===== src/rtl/dot_product_reader.sv =====
// dot_product_reader: streams addresses to two vector memories and multiply-accumulates their data into a dot product
module dot_product_reader #(
    parameter int DATA_WIDTH = 8,
    parameter int ADDR_WIDTH = 4,
    parameter int ACC_WIDTH = 2*DATA_WIDTH+ADDR_WIDTH
) (
    input  logic                  clk,
    input  logic                  rst_n,
    input  logic                  start,
    input  logic [ADDR_WIDTH:0]   length,
    output logic                  busy,
    output logic                  done,
    output logic [ACC_WIDTH-1:0]  result,
    output logic                  a_read_en,
    output logic [ADDR_WIDTH-1:0] a_read_address,
    input  logic [DATA_WIDTH-1:0] a_data,
    output logic                  b_read_en,
    output logic [ADDR_WIDTH-1:0] b_read_address,
    input  logic [DATA_WIDTH-1:0] b_data
);
    typedef enum logic [1:0] {IDLE, READ, DRAIN, DONE} state_t;
    state_t state, state_next;
    logic accept, valid;
    logic [ADDR_WIDTH-1:0] last;
    logic [2*DATA_WIDTH-1:0] prod;
    logic [ACC_WIDTH-1:0] acc, acc_next;
    assign accept = start && (state == IDLE || state == DONE);
    assign prod = a_data * b_data;
    assign acc_next = valid ? acc + ACC_WIDTH'(prod) : acc;
    assign b_read_en = a_read_en;
    assign b_read_address = a_read_address;
    always_comb begin
        state_next = state;
        case (state)
            IDLE, DONE: state_next = accept ? (length == '0 ? DONE : READ) : IDLE;
            READ:       state_next = a_read_address == last ? DRAIN : READ;
            DRAIN:      state_next = DONE;
            default:    state_next = IDLE;
        endcase
    end
    always_ff @(posedge clk or negedge rst_n) begin
        if (!rst_n) begin
            state          <= IDLE;
            a_read_en      <= 1'b0;
            a_read_address <= '0;
            busy           <= 1'b0;
            done           <= 1'b0;
            valid          <= 1'b0;
            last           <= '0;
            acc            <= '0;
            result         <= '0;
        end else begin
            state          <= state_next;
            a_read_en      <= state_next == READ;
            a_read_address <= (state == READ && state_next == READ) ? a_read_address + 1'b1 : '0;
            busy           <= state_next == READ || state_next == DRAIN;
            done           <= state_next == DONE;
            valid          <= a_read_en;
            if (accept) last <= length[ADDR_WIDTH] ? '1 : length[ADDR_WIDTH-1:0] - 1'b1;
            acc            <= accept ? '0 : acc_next;
            result         <= accept ? '0 : (state == DRAIN ? acc_next : result);
        end
    end
endmodule


===== config.mk =====
export PLATFORM = sky130hd
export DESIGN_NAME = dot_product_reader
export DESIGN_NICKNAME = d
export VERILOG_FILES = /design/src/rtl/dot_product_reader.sv
export SDC_FILE = /design/constraint.sdc
export NUM_CORES = 1
export LEC_CHECK = 0
export CAP_MARGIN = 20
export CORE_ASPECT_RATIO = 0.9
export CORE_UTILIZATION = 52
export DETAILED_ROUTE_END_ITERATION = 6
export GPL_ROUTABILITY_DRIVEN = 0
export PLACE_DENSITY = 0.77
export SYNTH_ARGS = -nofsm -noshare
export SYNTH_HDL_FRONTEND = slang
export SYNTH_SLANG_ARGS = --single-unit

===== constraint.sdc =====
create_clock -name clk -period 4.6 [get_ports clk]
set_input_delay 0.69 -clock clk [delete_from_list [all_inputs] [get_ports clk]]
set_output_delay 0.69 -clock clk [all_outputs]
set_load 0.02 [all_outputs]

-- Yosys cells after proc, flatten, opt, wreduce, memory -nomap -nowiden
Cells that the tools add are included.
- register bits after elaboration: 54
- bits of input ports: 24
- output and inout bits: 32
- word-level logic and storage cells: 38
- add/subtract/negate cells: 3
- multipliers: 1
- equal/unequal tests: 7
- multiplexer cells: 10
- reductions and logical operators: 8
- operator list (kind ; number):
    20-bit 2-to-1 mux ; 4
    20-bit by 16-bit adder with 20-bit output ; 1
    8-bit by 8-bit multiplier with 16-bit output ; 1
    2-bit == test, second input constant ; 4
    4-bit 2-to-1 mux ; 2
    2-bit 2-to-1 mux ; 3
    2-bit one-hot mux with 3 select lines ; 1
    5-bit logical NOT ; 1
    4-bit by 1-bit adder with 4-bit output, second input constant ; 1
    2-bit by 1-bit == test with 1-bit output, second input constant ; 2
    4-bit == test ; 1
    4-bit by 1-bit subtractor with 4-bit output, second input constant ; 1
    1-bit logical AND ; 2
    2-bit logical NOT ; 1
    1-bit logical OR ; 2
    2-bit nonzero test ; 1
    2-bit OR reduction ; 1

-- Longest topological paths before layout
- word-level depth: 8
- depth in mapped cells: 18
- depth with buffers taken out: 16

-- Worst setup path before layout
OpenSTA, ideal clock, no wires.
- kind: input -> register
- start: input b_data[1]
- end: register result[19]
- library setup time: 0.137 ns
- arrival time: 4.705 ns
- setup slack: -0.241 ns
- stages: 16
- buffers on the path: 1
- cell sequence: clkbuf_1 > nand2_1 > fa_1 > inv_1 > fa_1 > fa_1 > inv_1 > fa_1 > inv_1 > ha_1 > a21o_1 > a221o_1 > and4_4 > o31ai_4 > xor2_1 > a21oi_1
- longest elaborated chain between the ends: 5
- RTL lines (item ; RTL line ; text):
    from (decl) ; 19 ; input logic [DATA_WIDTH-1:0] b_data
    8-bit by 8-bit multiplier with 16-bit output ; 28 ; assign prod = a_data * b_data;
    20-bit by 16-bit adder with 20-bit output ; 29 ; assign acc_next = valid ? acc + ACC_WIDTH'(prod) : acc;
    20-bit 2-to-1 mux ; 29 ;
    20-bit 2-to-1 mux (2 in a row) ; 61 ; result <= accept ? '0 : (state == DRAIN ? acc_next : result);
    to (signal assigned) ; 61 ;
    to (decl) ; 13 ; output logic [ACC_WIDTH-1:0] result,
No other way between the ends. The select of a mux whose other input is x is not followed.
A chain may end at the register's enable or synchronous reset.

-- Worst setup path in the final report
- start: input b_data[7]
- end: register result[19]
Same word-level chain as after synthesis.

==> run_summary.xml <==
<?xml version="1.0" encoding="UTF-8"?>
<metrics>
  <group name="floorplanning">
    <metric name="core.rowCount" unit="">33</metric>
    <metric name="floorplan.initialDensity" unit="%">54.6</metric>
    <metric name="io_pins" unit="">56</metric>
    <metric name="core_area" unit="sq mm">0.00933</metric>
    <metric name="die_width" unit="um">106</metric>
    <metric name="design.die.area" unit="sq mm">0.0102</metric>
    <metric name="die_height" unit="um">95.9</metric>
  </group>
  <group name="yosys">
    <metric name="synth-warning-count" unit="">0</metric>
    <metric name="synth_top_cells_by_area" unit="">dfrtp_1 27%, fa_1 20%, ha_1 12%, inv_1 7.9%, nand2_1 4.2%</metric>
    <metric name="post_synthesis_sequential_element_count" unit="">54</metric>
    <metric name="postSynthAreaPerCell" unit="sq um">9.10</metric>
    <metric name="yosysSeqAreaShare" unit="%">26.5</metric>
    <metric name="post_synth_and_or_nand_nor_area_fraction" unit="%">14.1</metric>
    <metric name="synth_top_cell_by_area" unit="">dfrtp_1</metric>
    <metric name="synth.lib_cells_used.distinct" unit="">52</metric>
    <metric name="postSynth.asyncResetShare" unit="%">100</metric>
    <metric name="synth_top_cell_area_share" unit="%">26.5</metric>
    <metric name="synth_top_family_by_area" unit="">adder cells</metric>
    <metric name="synth_adder_area_share" unit="%">31.4</metric>
    <metric name="syn-instance-count" unit="">560</metric>
    <metric name="synth_top_flop_cell" unit="">dfrtp_1</metric>
    <metric name="synth.area.mux_share" unit="%">2.60</metric>
    <metric name="synth_enable_flop_cells" unit="">0</metric>
    <metric name="synth.cell_area" unit="sq mm">0.00510</metric>
    <metric name="synth_xor_area_share" unit="%">3.26</metric>
    <metric name="synth_compound_gate_area_share" unit="%">12.0</metric>
    <metric name="synthesis.nets" unit="">682</metric>
  </group>
  <group name="route">
    <metric name="drt-vias-per-instance" unit="">5.40</metric>
    <metric name="vias" unit="">4207</metric>
    <metric name="detail_route.wl_per_cell" unit="um">15.8</metric>
    <metric name="drc" unit="">0</metric>
    <metric name="1st_pass_router_iterations" unit="">5</metric>
    <metric name="drt_wl_total" unit="um">12300</metric>
    <metric name="postRouteAntennaNets" unit="">0</metric>
    <metric name="first_iter_violations" unit="">266</metric>
  </group>
  <group name="worst_hold_path">
    <metric name="min_path_cells" unit="">0</metric>
    <metric name="min_path_type" unit="">reg -&gt; reg</metric>
  </group>
  <group name="clock_network">
    <metric name="clock_tree.buffer_depth" unit="">2</metric>
    <metric name="cts_tree" unit="">yes</metric>
    <metric name="cts-htree-levels" unit="">2</metric>
    <metric name="numCtsBuffers" unit="">5</metric>
    <metric name="worst_skew_pair.late_latency" unit="ns">0.32</metric>
    <metric name="root_buffer" unit="">clkbuf_8</metric>
    <metric name="worst_setup_hold_path_clk_slew" unit="ns">0.10</metric>
    <metric name="clock-sinks" unit="">54</metric>
  </group>
  <group name="worst_setup_path">
    <metric name="critical_path_depth" unit="">16</metric>
    <metric name="path_max_fanout" unit="">4</metric>
    <metric name="worst_path_dominant_cell_family" unit="">adder cells</metric>
    <metric name="crit-reg2reg-capture" unit="">result[19]$_DFFE_PN0P_</metric>
    <metric name="worst_setup_slack_for_register_to_register_paths" unit="ns">0.13</metric>
    <metric name="worstPathRequired" unit="ns">4.80</metric>
    <metric name="cp.arrival" unit="ns">4.74</metric>
    <metric name="slowest_delay" unit="ns">0.55</metric>
    <metric name="setup.worst_path.start" unit="">b_data[7]</metric>
    <metric name="worst_setup_path_endpoint" unit="">result[19]$_DFFE_PN0P_</metric>
    <metric name="crit_path_end_kind" unit="">flip-flop</metric>
    <metric name="crit_path_cell_trace" unit="">buf_4, nand2_2, fa_1, fa_1, inv_1, fa_1, inv_2, fa_1, inv_2, ha_4, a21o_1, a221o_1, and4_4, o31ai_4, xor2_2, a21oi_1</metric>
    <metric name="reg2regPathDepth" unit="">15</metric>
    <metric name="worstSetupStartpointType" unit="">primary input</metric>
    <metric name="timing.critical_path.slowest_stage_cell" unit="">fa_1</metric>
    <metric name="cpMostUsedCell" unit="">fa_1</metric>
    <metric name="critical_path.reg2reg.startpoint" unit="">acc[7]$_DFF_PN0_</metric>
    <metric name="critical_path.n_buffers_inverters" unit="">4</metric>
    <metric name="critical_path_class" unit="">in -&gt; reg</metric>
  </group>
  <group name="sta">
    <metric name="timing.final.hold_violations" unit="">0</metric>
    <metric name="fmax" unit="GHz">0.220</metric>
    <metric name="worst_hold_slack" unit="ns">0.416</metric>
    <metric name="fin_crit" unit="ns">4.54</metric>
    <metric name="layout_setup_ws" unit="ns">0.0607</metric>
    <metric name="max_slew.worst_pin.slew" unit="ns">1.06</metric>
    <metric name="worst_rel_slew_slack" unit="%">29.6</metric>
    <metric name="timing.final.setup_violations" unit="">0</metric>
    <metric name="timing.final.max_slew_violations" unit="">0</metric>
    <metric name="fin_worst_skew" unit="ns">0.00907</metric>
    <metric name="final_period_utilization" unit="%">98.7</metric>
    <metric name="rsz_0062_raised_after_global_routing" unit="">true</metric>
  </group>
  <group name="cells_and_area">
    <metric name="layout-drive-gt1-share" unit="%">19.5</metric>
    <metric name="layout.area.seq" unit="sq mm">0.00135</metric>
    <metric name="final_nets" unit="">778</metric>
    <metric name="area_growth_syn_to_layout" unit="%">27.5</metric>
    <metric name="antenna-diode-count" unit="">0</metric>
    <metric name="design_area" unit="sq mm">0.00650</metric>
    <metric name="fin_util" unit="%">69.7</metric>
    <metric name="area_taken_by_multi_input_logic_gates" unit="sq mm">0.00344</metric>
    <metric name="layout.filler_cells" unit="">676</metric>
  </group>
  <group name="status">
    <metric name="run_status" unit="">completed</metric>
  </group>
  <group name="grt">
    <metric name="grt-ovfl-total" unit="">0</metric>
    <metric name="pin_count_of_the_biggest_net_entering_global_routing" unit="">55</metric>
    <metric name="gr-usage-all-layers" unit="%">24.8</metric>
    <metric name="grt_pass1_vias" unit="">4271</metric>
    <metric name="antenna_found_initial" unit="">0</metric>
    <metric name="grt_pass1_wl" unit="um">19900</metric>
  </group>
  <group name="pwr">
    <metric name="power.density" unit="mW/mm^2">731</metric>
    <metric name="irDropWorstVdd" unit="V">0.000572</metric>
    <metric name="p_leak" unit="nW">3.26</metric>
    <metric name="cell_internal_pwr" unit="mW">2.61</metric>
    <metric name="p_sw" unit="mW">2.15</metric>
    <metric name="fin_total_pwr" unit="mW">4.75</metric>
    <metric name="swShare" unit="%">45.1</metric>
    <metric name="seqPwrFrac" unit="%">14.3</metric>
    <metric name="share_clk_of_total_power" unit="%">8.3</metric>
    <metric name="power_frac_comb" unit="%">77.4</metric>
  </group>
  <group name="placement">
    <metric name="post-place-ws" unit="ns">-0.905</metric>
    <metric name="port-buffer-count" unit="">55</metric>
    <metric name="placed_area" unit="sq mm">0.00610</metric>
    <metric name="hpwl" unit="um">9440</metric>
  </group>
  <group name="job">
    <metric name="max_cap_viol_count" unit="">0</metric>
  </group>
</metrics>
==> flip-flops by register name, indices dropped and copies added (netlist names) <==
name            cells
a_read_en           1
acc                20
done                1
a_read_address      4
valid               1
last                4
busy                1
result             20
state               2
==> through the flow <==
step / std cells / setup TNS (ns)
after global placement: 763 / -17.04
after detailed placement: 763 / -19.92
after floorplan: 560 / 0
final: 779 / 0
after CTS: 775 / 0
after global routing: 779 / -0.122
==> area by class of cell <==
type                    instances  share of cell area (%)
flip-flops and latches         54                    20.8
inverters                     108                    6.23
well taps                     122                    2.35
repair buffers                112                    15.5
clock buffers                   6                    1.27
clock inverters                 2                   0.924
multi-input cells             375                    53.0
==> per-layer routing <==
metal  GRT usage (%)  up-vias  share of wire [%]
met1            32.1     2109                 43
met2            45.0       97                 53
met3            2.91       19                3.3
met5               0        -                  0
li1                -     1982                  -
met4            4.98        0                1.2
==> power by group through the flow <==
| stage | registers, mW | logic, mW | clock network [mW] |
|---|---|---|---|
| 3_3_place_gp | 0.686 | 3.07 | 0 |
| 6_report | 0.680 | 3.68 | 0.393 |
| 2_1_floorplan | 0.701 | 2.07 | 0 |
| 5_1_grt | 0.692 | 4.04 | 0.411 |
| 4_1_cts | 0.680 | 3.38 | 0.391 |
| 3_5_place_dp | 0.689 | 3.17 | 0 |
==> cells by family after synthesis <==
logic type | Yosys count
multiplexers | 13
AO/OA/AOI/OAI | 95
AND/OR/NAND/NOR | 150
XOR/XNOR | 19
buffers and inverters | 131
adder cells (fa/ha/maj) | 98
flip-flops | 54
==> synth_stat cells (11+ instances only) <==
cell type	number
o21ai_0	19
a31oi_1	13
a21oi_1	22
clkbuf_1	11
and2_1	34
mux2i_1	11
dfrtp_1	54
nor2_1	33
inv_1	107
ha_1	48
fa_1	50
nand2_1	57
==> how the worst min path moves through the flow <==
| stage | to | from | slack (ns) |
|---|---|---|---|
| after detailed placement | valid$_DFF_PN0_ | a_read_en$_DFF_PN0_ | 0.40 |
| final | valid$_DFF_PN0_ | a_read_en$_DFF_PN0_ | 0.42 |
| after floorplan | a_read_address[0]$_DFF_PN0_ | rst_n | 0.39 |
| after global placement | valid$_DFF_PN0_ | a_read_en$_DFF_PN0_ | 0.39 |
| after global routing | valid$_DFF_PN0_ | a_read_en$_DFF_PN0_ | 0.43 |
| after CTS | valid$_DFF_PN0_ | a_read_en$_DFF_PN0_ | 0.42 |
==> timing repair <==
| action | in CTS | in global routing |
|---|---|---|
| buffers inserted | 4 | 4 |
| resized for setup | 74 | 78 |
| endpoints found under the hold margin | 0 | 0 |
| pin swaps | 28 | 38 |
| setup endpoints to repair | 25 | 20 |
| hold buffers | 0 | 0 |
==> cells in the final DEF (no fill, tap or decap), types with 6 or more instances in the layout <==
cell type / instances
inv_1: 102
buf_4: 60
dfrtp_1: 54
nand2_1: 50
fa_1: 46
ha_1: 42
clkdlybuf4s50_1: 38
nor2_1: 33
and2_1: 31
a21oi_1: 19
o21ai_0: 17
mux2i_1: 11
a31oi_1: 10
xnor2_1: 10
xor2_1: 8
a21o_1: 8
buf_6: 8
nand2_2: 6
ha_4: 6
clkbuf_8: 6
(Power assumes the default switching activity.)
